<file path="src/rtl/seq_gen_pkg.sv">
// seq_gen_pkg: shared state type, default sizes and length normalisation for seq_pattern_gen
package seq_gen_pkg;
  typedef enum logic {IDLE, SHIFT} state_t;
  localparam int DEF_WIDTH = 16;
  localparam int DEF_LEN_W = 5;
  function automatic int norm_len(input int len, input int width);
    return (len == 0 || len > width) ? width : len;
  endfunction
endpackage

</file>
<file path="src/rtl/seq_gen_bitcnt.sv">
// seq_gen_bitcnt: loadable down-counter (clk, reset, load/val, dec) with zero flag (cnt, zero)
module seq_gen_bitcnt #(
  parameter int W = 5
) (
  input  logic         clk,
  input  logic         reset,
  input  logic         load,
  input  logic         dec,
  input  logic [W-1:0] val,
  output logic [W-1:0] cnt,
  output logic         zero
);
  assign zero = cnt == '0;
  always_ff @(posedge clk)
    if (reset) cnt <= '0;
    else if (load) cnt <= val;
    else if (dec && !zero) cnt <= cnt - 1'b1;
endmodule

</file>
<file path="src/rtl/seq_pattern_gen.sv">
// seq_pattern_gen: MSB-first serial pattern source; in clk/reset/load/pattern/length/start(/repeat_pass with SEQ_GEN_REPEAT_EN), out ready/x/valid/done
module seq_pattern_gen
  import seq_gen_pkg::*;
#(
  parameter int WIDTH = DEF_WIDTH,
  parameter int LEN_W = DEF_LEN_W
) (
  input  logic             clk,
  input  logic             reset,
  input  logic             load,
  input  logic [WIDTH-1:0] pattern,
  input  logic [LEN_W-1:0] length,
  input  logic             start,
`ifdef SEQ_GEN_REPEAT_EN
  input  logic             repeat_pass,
`endif
  output logic             ready,
  output logic             x,
  output logic             valid,
  output logic             done
);
  state_t           state;
  logic [WIDTH-1:0] pat, sh;
  logic [LEN_W-1:0] slen, new_len, len_now, cnt;
  logic             zero, go, rpt, cnt_load;
`ifdef SEQ_GEN_REPEAT_EN
  assign rpt = repeat_pass;
`else
  assign rpt = 1'b0;
`endif
  assign go       = state == IDLE && start;
  assign new_len  = LEN_W'(norm_len(int'(length), WIDTH));
  assign len_now  = (go && load) ? new_len : slen;
  assign cnt_load = go || (state == SHIFT && zero && rpt);
  assign sh       = pat >> cnt;
  seq_gen_bitcnt #(.W(LEN_W)) u_cnt (
    .clk  (clk),
    .reset(reset),
    .load (cnt_load),
    .dec  (state == SHIFT),
    .val  (len_now - 1'b1),
    .cnt  (cnt),
    .zero (zero)
  );
  // outputs lag the counter by one edge, so ready only rises the cycle after done
  always_ff @(posedge clk)
    if (reset) begin
      state <= IDLE;
      pat   <= '0;
      slen  <= LEN_W'(WIDTH);
      ready <= 1'b1;
      x     <= 1'b0;
      valid <= 1'b0;
      done  <= 1'b0;
    end else begin
      if (state == IDLE && load) begin
        pat  <= pattern;
        slen <= new_len;
      end
      state <= (state == IDLE) ? (start ? SHIFT : IDLE) : ((zero && !rpt) ? IDLE : SHIFT);
      ready <= state == IDLE && !start;
      valid <= state == SHIFT;
      x     <= state == SHIFT && sh[0];
      done  <= state == SHIFT && zero;
    end
endmodule

</file>
<file path="config.mk">
export PLATFORM = sky130hd
export DESIGN_NAME = seq_pattern_gen
export DESIGN_NICKNAME = d
export VERILOG_FILES = /design/src/rtl/seq_gen_pkg.sv /design/src/rtl/seq_gen_bitcnt.sv /design/src/rtl/seq_pattern_gen.sv
export SDC_FILE = /design/constraint.sdc
export NUM_CORES = 1
export LEC_CHECK = 0
export ABC_AREA = 1
export BUFFER_PORTS_ARGS = -buffer_cell sky130_fd_sc_hd__buf_2
export CORE_MARGIN = 3
export CORE_UTILIZATION = 44
export CTS_CLUSTER_DIAMETER = 30
export DETAILED_ROUTE_END_ITERATION = 16
export PLACE_DENSITY = 0.68
export SYNTH_ARGS = -nofsm -noshare
export SYNTH_HDL_FRONTEND = slang
export SYNTH_SLANG_ARGS = --single-unit
</file>
<file path="constraint.sdc">
create_clock -name clk -period 6.4 [get_ports clk]
set_clock_uncertainty 0.15 [all_clocks]
set_input_delay 1.6 -clock clk [delete_from_list [all_inputs] [get_ports clk]]
set_output_delay 1.6 -clock clk [all_outputs]
set_load 0.1 [all_outputs]
</file>
Yosys cells after proc, flatten, opt, wreduce, memory -nomap -nowiden
Cells that the tools add are included.
{"block": "totals", "latch_bits": 0, "memories": 0, "wordCells": 33, "romBits": 0, "ff_bits": 31, "ram_bits": 0}
{"block": "op_classes", "n_shift": 1, "div_mod_pow": 0, "n_bitwise": 1, "n_eq_ne": 0, "mul": 0, "n_reduce_logical": 13, "order_cmp": 1, "muxes": 7, "add_sub_neg": 2}
{"op": "$mux 5", "n": 4}
{"op": "$shr 16x5->1", "n": 1}
{"op": "$logic_not 5->1", "n": 2}
{"op": "$sub 5x1->5 const B", "n": 2}
{"op": "$logic_and 1x1->1", "n": 7}
{"op": "$gt 5x5->1 const B", "n": 1}
{"op": "$mux 1", "n": 3}
{"op": "$logic_not 1->1", "n": 2}
{"op": "$reduce_bool 2->1", "n": 1}
{"op": "$logic_or 1x1->1", "n": 1}
{"op": "$not 1->1", "n": 1}

Longest topological paths before layout
{"block": "logic_depth", "word_depth": 6, "depth_mapped": 14}

By module
A second synthesis with hierarchy kept.
{"block": "unflattened", "cells_unflattened": 233, "hier_area_um2": 1609.0}
{"module": "seq_pattern_gen", "area_per_inst_um2": 1261.2, "n_inst": 1, "cells_each": 175, "seq_area_each_um2": 520.5}
{"module": "seq_gen_bitcnt", "area_per_inst_um2": 347.8, "n_inst": 1, "cells_each": 58, "seq_area_each_um2": 100.1}

Least setup slack after synthesis
OpenSTA, ideal clock, no wires.
{"block": "synth_timing", "kind": "input -> register", "start": "in length[3]", "end": "reg u_cnt.cnt[2]", "t_arrival_ps": 3244, "setup_slack_ps": 2893, "stages": 12, "path_cell_list": "or4_1 -> ha_1 -> inv_1 -> nand2_1 -> nand2_1 -> nand2_1 -> nand2_1 -> inv_1 -> ha_1 -> xnor2_1 -> o21ai_1 -> inv_1"}
{"block": "synth_between", "elab_chain_len": 6}
{"item": "start: declaration", "line": "seq_pattern_gen.sv:12", "source": "input logic [LEN_W-1:0] length,"}
{"item": "$gt 5x5->1 / $logic_not 5->1 (equally long branches)", "line": "seq_gen_pkg.sv:7", "source": "return (len == 0 || len > width) ? width : len;"}
{"item": "$logic_or 1x1->1 *", "line": "seq_gen_pkg.sv:7"}
{"item": "$mux 5 *", "line": "seq_gen_pkg.sv:7"}
{"item": "$mux 5 *", "line": "seq_pattern_gen.sv:33", "source": "assign len_now = (go && load) ? new_len : slen;"}
{"item": "$sub 5x1->5 *", "line": "seq_pattern_gen.sv:41", "source": ".val (len_now - 1'b1),"}
{"item": "$mux 5 *", "line": "seq_gen_bitcnt.sv:16", "source": "else if (load) cnt <= val;"}
{"item": "end signal: assignment", "line": "seq_gen_bitcnt.sv:16"}
{"item": "end signal: assignment", "line": "seq_gen_bitcnt.sv:17", "source": "else if (dec && !zero) cnt <= cnt - 1'b1;"}
{"item": "end: declaration", "line": "seq_gen_bitcnt.sv:10", "source": "output logic [W-1:0] cnt,"}
Mark *: on every way between the ends. The rest lies on a longest branch, timed or not.
A chain may end at the register's enable or synchronous reset.

Worst setup path after layout
Same ends and word-level chain as after synthesis.

==> summary.txt <==
Outcome
  • Result of the run: completed

Drt
  • DRC violation count after routing: 0
  • Routed Antenna Nets: 0
  • Via count: 1351
  • Routed wire length: 3176 um
  • Count of routing violations after the opening detailed-route iteration: 56
  • Via-to-Cell Ratio: just under 5
  • DRT Pass-1 Iters: 4
  • Average wire length per cell after detail routing: 11.34 um

Timing
  • Unrepaired setup endpoints after global routing: no
  • Worst slack on hold paths: 0.3053 ns
  • Post-layout min period: 3.424 ns
  • Number of setup violations in the final report: 0
  • Number of hold-slack violations in the final timing report: 0
  • Fmax: 292.0 MHz
  • Worst-margin pin slew: 0.6175 ns
  • Final period utilization: 53.50%
  • Max transition margin: 58.79%
  • Number of max-slew violations in the final report: 0
  • TNS Setup: 0 ns

Place
  • DP Wirelength: approximately 2200 um
  • Weighted congestion reported at the end of routability-driven placement: 0.7983
  • Input/output buffers: 28

Layout
  • Number of diodes: 0
  • Layout overhead on the synthesized area: 13.78%
  • Layout net count: 263
  • Share of layout cells above drive strength 1: 19.49%
  • Count of fill cells added during filler insertion: 346

Clocking
  • Clock tree from TritonCTS: yes
  • Latest clock arrival within the worst-skew pair: 0.33 ns
  • CTS Buf Count: 5
  • Register clock-pin slew on the reported worst setup and hold paths: roughly 0.090 ns
  • Sink count of the clock tree: 31
  • Clk buf depth: 2
  • Hold_buf cts: 0
  • Buffer cell driving the clock tree root: sky130_fd_sc_hd__clkbuf_4
  • CTS H-tree lvls: 2
  • Post-CTS setup-driven buffer insertion count: 0
  • Count of cells resized by post-cts repair: 0

Pwr
  • Share of total power in combinational logic: 25.0%
  • Maximum vdd ir drop: 0.1492 mV
  • Pwr dens: 296.6 mW/mm^2
  • Clock share of power: 29.1%
  • Switching component of the power: 0.1646 mW
  • Sequential fraction of design power: between 40% and 50%
  • Pint: approximately 0.34 mW
  • Switching share of total power: 32.75%
  • Leak pwr: a little over 0.8 nW

Critical path
  • Largest fanout on the critical path: 3
  • Peak per-stage delay on the critical path: about 0.52 ns
  • Startpoint of the lowest-slack register-to-register path: u_cnt.cnt[0]
  • Critical path type: primary input to register
  • Family of cells with the greatest summed delay on the critical path: simple AND/OR/NAND/NOR gates
  • First element of the critical path: length[3]
  • Cell with the most instances on the worst path: sky130_fd_sc_hd__nand2_1
  • Element type at the critical path start: primary input
  • CP arrival: roughly 3.5 ns
  • CP bufs+invs: 4
  • Worst EP required: 6.48 ns
  • Cell chain of the critical path: buf_2 > or4_1 > ha_1 > inv_1 > nand2_1 > nand2_1 > nand2_1 > nand2_1 > inv_1 > ha_1 > xnor2_1 > o21ai_1 > inv_1
  • Library cell contributing the largest single delay on the critical path: sky130_fd_sc_hd__or4_1
  • Category of the worst setup path capture point: register

Synth
  • Sequential-to-total area share from yosys stat: 41.68%
  • #FFs+latches synth: 31
  • Net Count, Synth: 238
  • Distinct cell type count after synthesis: 23
  • Yosys warning total: 0
  • Netlist area before placement: 0.001489 sq mm
  • Avg Inst Size Synth: 7.057 sq um
  • Post-synthesis cell count: 211

Floorplan
  • Die outline width: 64.17 um
  • Floorplan die height: 64.17 um
  • Row count: 20
  • Area inside the core boundary: 0.003128 sq mm
  • Die Outline Area: a little over 0.004 sq mm
  • Initial core utilization: 47.60%
  • # IOs: 29

GRT
  • Pin count of the biggest net entering global routing: 27
  • First-pass GRT wire length: around 5600 um
  • Overall track demand over capacity in global routing: 17.19%
  • Number of antenna violations at the first check in global routing: 0
  • Sum of overflow across all layers after global routing: 0
  • Number of global-route vias before repair: 1313

Min path
  • Tightest Hold Check Type: register to register
  • Start point of the worst hold path: pat[11]

Run
  • # Max-Cap Violations: 0
layout make-up:
class                           instances  area [sq um]  share of cell area, %
Clock inverter                          1         30.03                  1.773
Clock buffer                            6         41.29                  2.437
Timing Repair Buffer                   28         140.1                  8.272
Sequential cell                        31         620.6                  36.63
Multi-Input combinational cell        141         698.2                  41.21
Tap cell                               44         55.05                  3.250
Inverter                               29         108.9                  6.425
logic make-up (layout without fill, tap and decap cells):
logic type,count (synthesis),after routing,synth area share (%)
XOR/XNOR,1,1,0.5883
flip-flops,31,31,41.68
AO/OA/AOI/OAI,54,54,19.75
adder cells (fa/ha/maj),2,2,1.680
AND/OR/NAND/NOR,84,84,24.87
buffers and inverters,39,64,11.43
cell usage in the layout, fill, tap and decap left out, drive strengths merged:
master | Yosys | final
nand2 | 34 | 34
clkbuf | 3 | 6
inv | 29 | 29
a21oi | 21 | 21
nor2 | 36 | 36
buf | 7 | 28
nand3 | 11 | 11
or4 | 1 | 1
dfxtp | 31 | 31
ha | 2 | 2
nand4 | 2 | 2
bufinv | 0 | 1
o21ai | 28 | 28
xnor2 | 1 | 1
o211ai | 5 | 5
path summary, 6_finish.rpt:
path | endpoint | slack (ns) | cells past startpoint
hold / removal | pat[11] | 0.31 | 2
setup reg to reg | u_cnt.cnt[2] | 4.70 | 7
setup / recovery | u_cnt.cnt[2] | 2.98 | 13
hold reg to reg | pat[11] | 0.31 | 2
cell usage after synthesis:
cell	n	area (sq um)
sky130_fd_sc_hd__o211ai_1	5	37.54
sky130_fd_sc_hd__inv_2	4	15.01
sky130_fd_sc_hd__or4_1	1	7.510
sky130_fd_sc_hd__inv_1	25	93.84
sky130_fd_sc_hd__nor2_4	1	11.26
sky130_fd_sc_hd__nand2_4	2	22.52
sky130_fd_sc_hd__nand2_1	29	108.9
sky130_fd_sc_hd__a21oi_1	20	100.1
sky130_fd_sc_hd__a21oi_4	1	16.27
sky130_fd_sc_hd__o21ai_0	26	130.1
sky130_fd_sc_hd__clkbuf_1	3	11.26
sky130_fd_sc_hd__dfxtp_1	31	620.6
sky130_fd_sc_hd__nor2_2	1	6.260
sky130_fd_sc_hd__xnor2_1	1	8.760
sky130_fd_sc_hd__buf_6	2	22.52
sky130_fd_sc_hd__ha_1	2	25.02
sky130_fd_sc_hd__o21ai_1	2	10.01
sky130_fd_sc_hd__nand4_1	2	12.51
sky130_fd_sc_hd__nor2_1	34	127.6
sky130_fd_sc_hd__buf_4	1	7.510
sky130_fd_sc_hd__buf_2	4	20.02
sky130_fd_sc_hd__nand3_1	11	55.05
sky130_fd_sc_hd__nand2_2	3	18.77
registers in the layout, summed over array words and instances, names as in the netlist:
signal     flops
slen           5
done           1
valid          1
pat           16
u_cnt.cnt      5
x              1
state          1
ready          1
power by group through the flow:
stage	clock network (mW)	logic, mW	registers [mW]
finish	0.146	0.126	0.231
detailed placement	0	0.124	0.236
global route	0.160	0.145	0.235
floorplan	0	0.0944	0.240
CTS	0.149	0.126	0.231
global placement	0	0.123	0.235
stage by stage:
stage                     std cells  worst slack, ns  instance area [sq um]  util (%)  power [mW]
after floorplan                 211            2.893                   1489         -      0.3340
after detailed placement        273            2.688                   1623     51.88      0.3600
after global placement          273            2.735                   1623     51.88      0.3584
after CTS                       280            3.016                   1694     54.16      0.5064
final                           280            2.976                   1694     54.16      0.5025
after global routing            280            2.820                   1694     54.16      0.5396
worst reg2reg max path: stages (launching register included):
cell and delay, ns:
sky130_fd_sc_hd__dfxtp_1 0.66, sky130_fd_sc_hd__nand2_1 0.10, sky130_fd_sc_hd__nand2_1 0.11, sky130_fd_sc_hd__inv_1 0.06, sky130_fd_sc_hd__ha_1 0.21, sky130_fd_sc_hd__xnor2_1 0.14
sky130_fd_sc_hd__o21ai_1 0.13, sky130_fd_sc_hd__inv_1 0.05
layer usage:
metal  global-route usage (%)  vias to the layer above  share of wire (%)
li1                         -                      722                  -
met1                    20.90                      594                 47
met2                    27.87                       31                 47
met3                    4.745                        4                5.4
met4                    8.179                        0               0.91
met5                        0                        -                  0
Note: power is estimated with default switching activity, not from simulation.
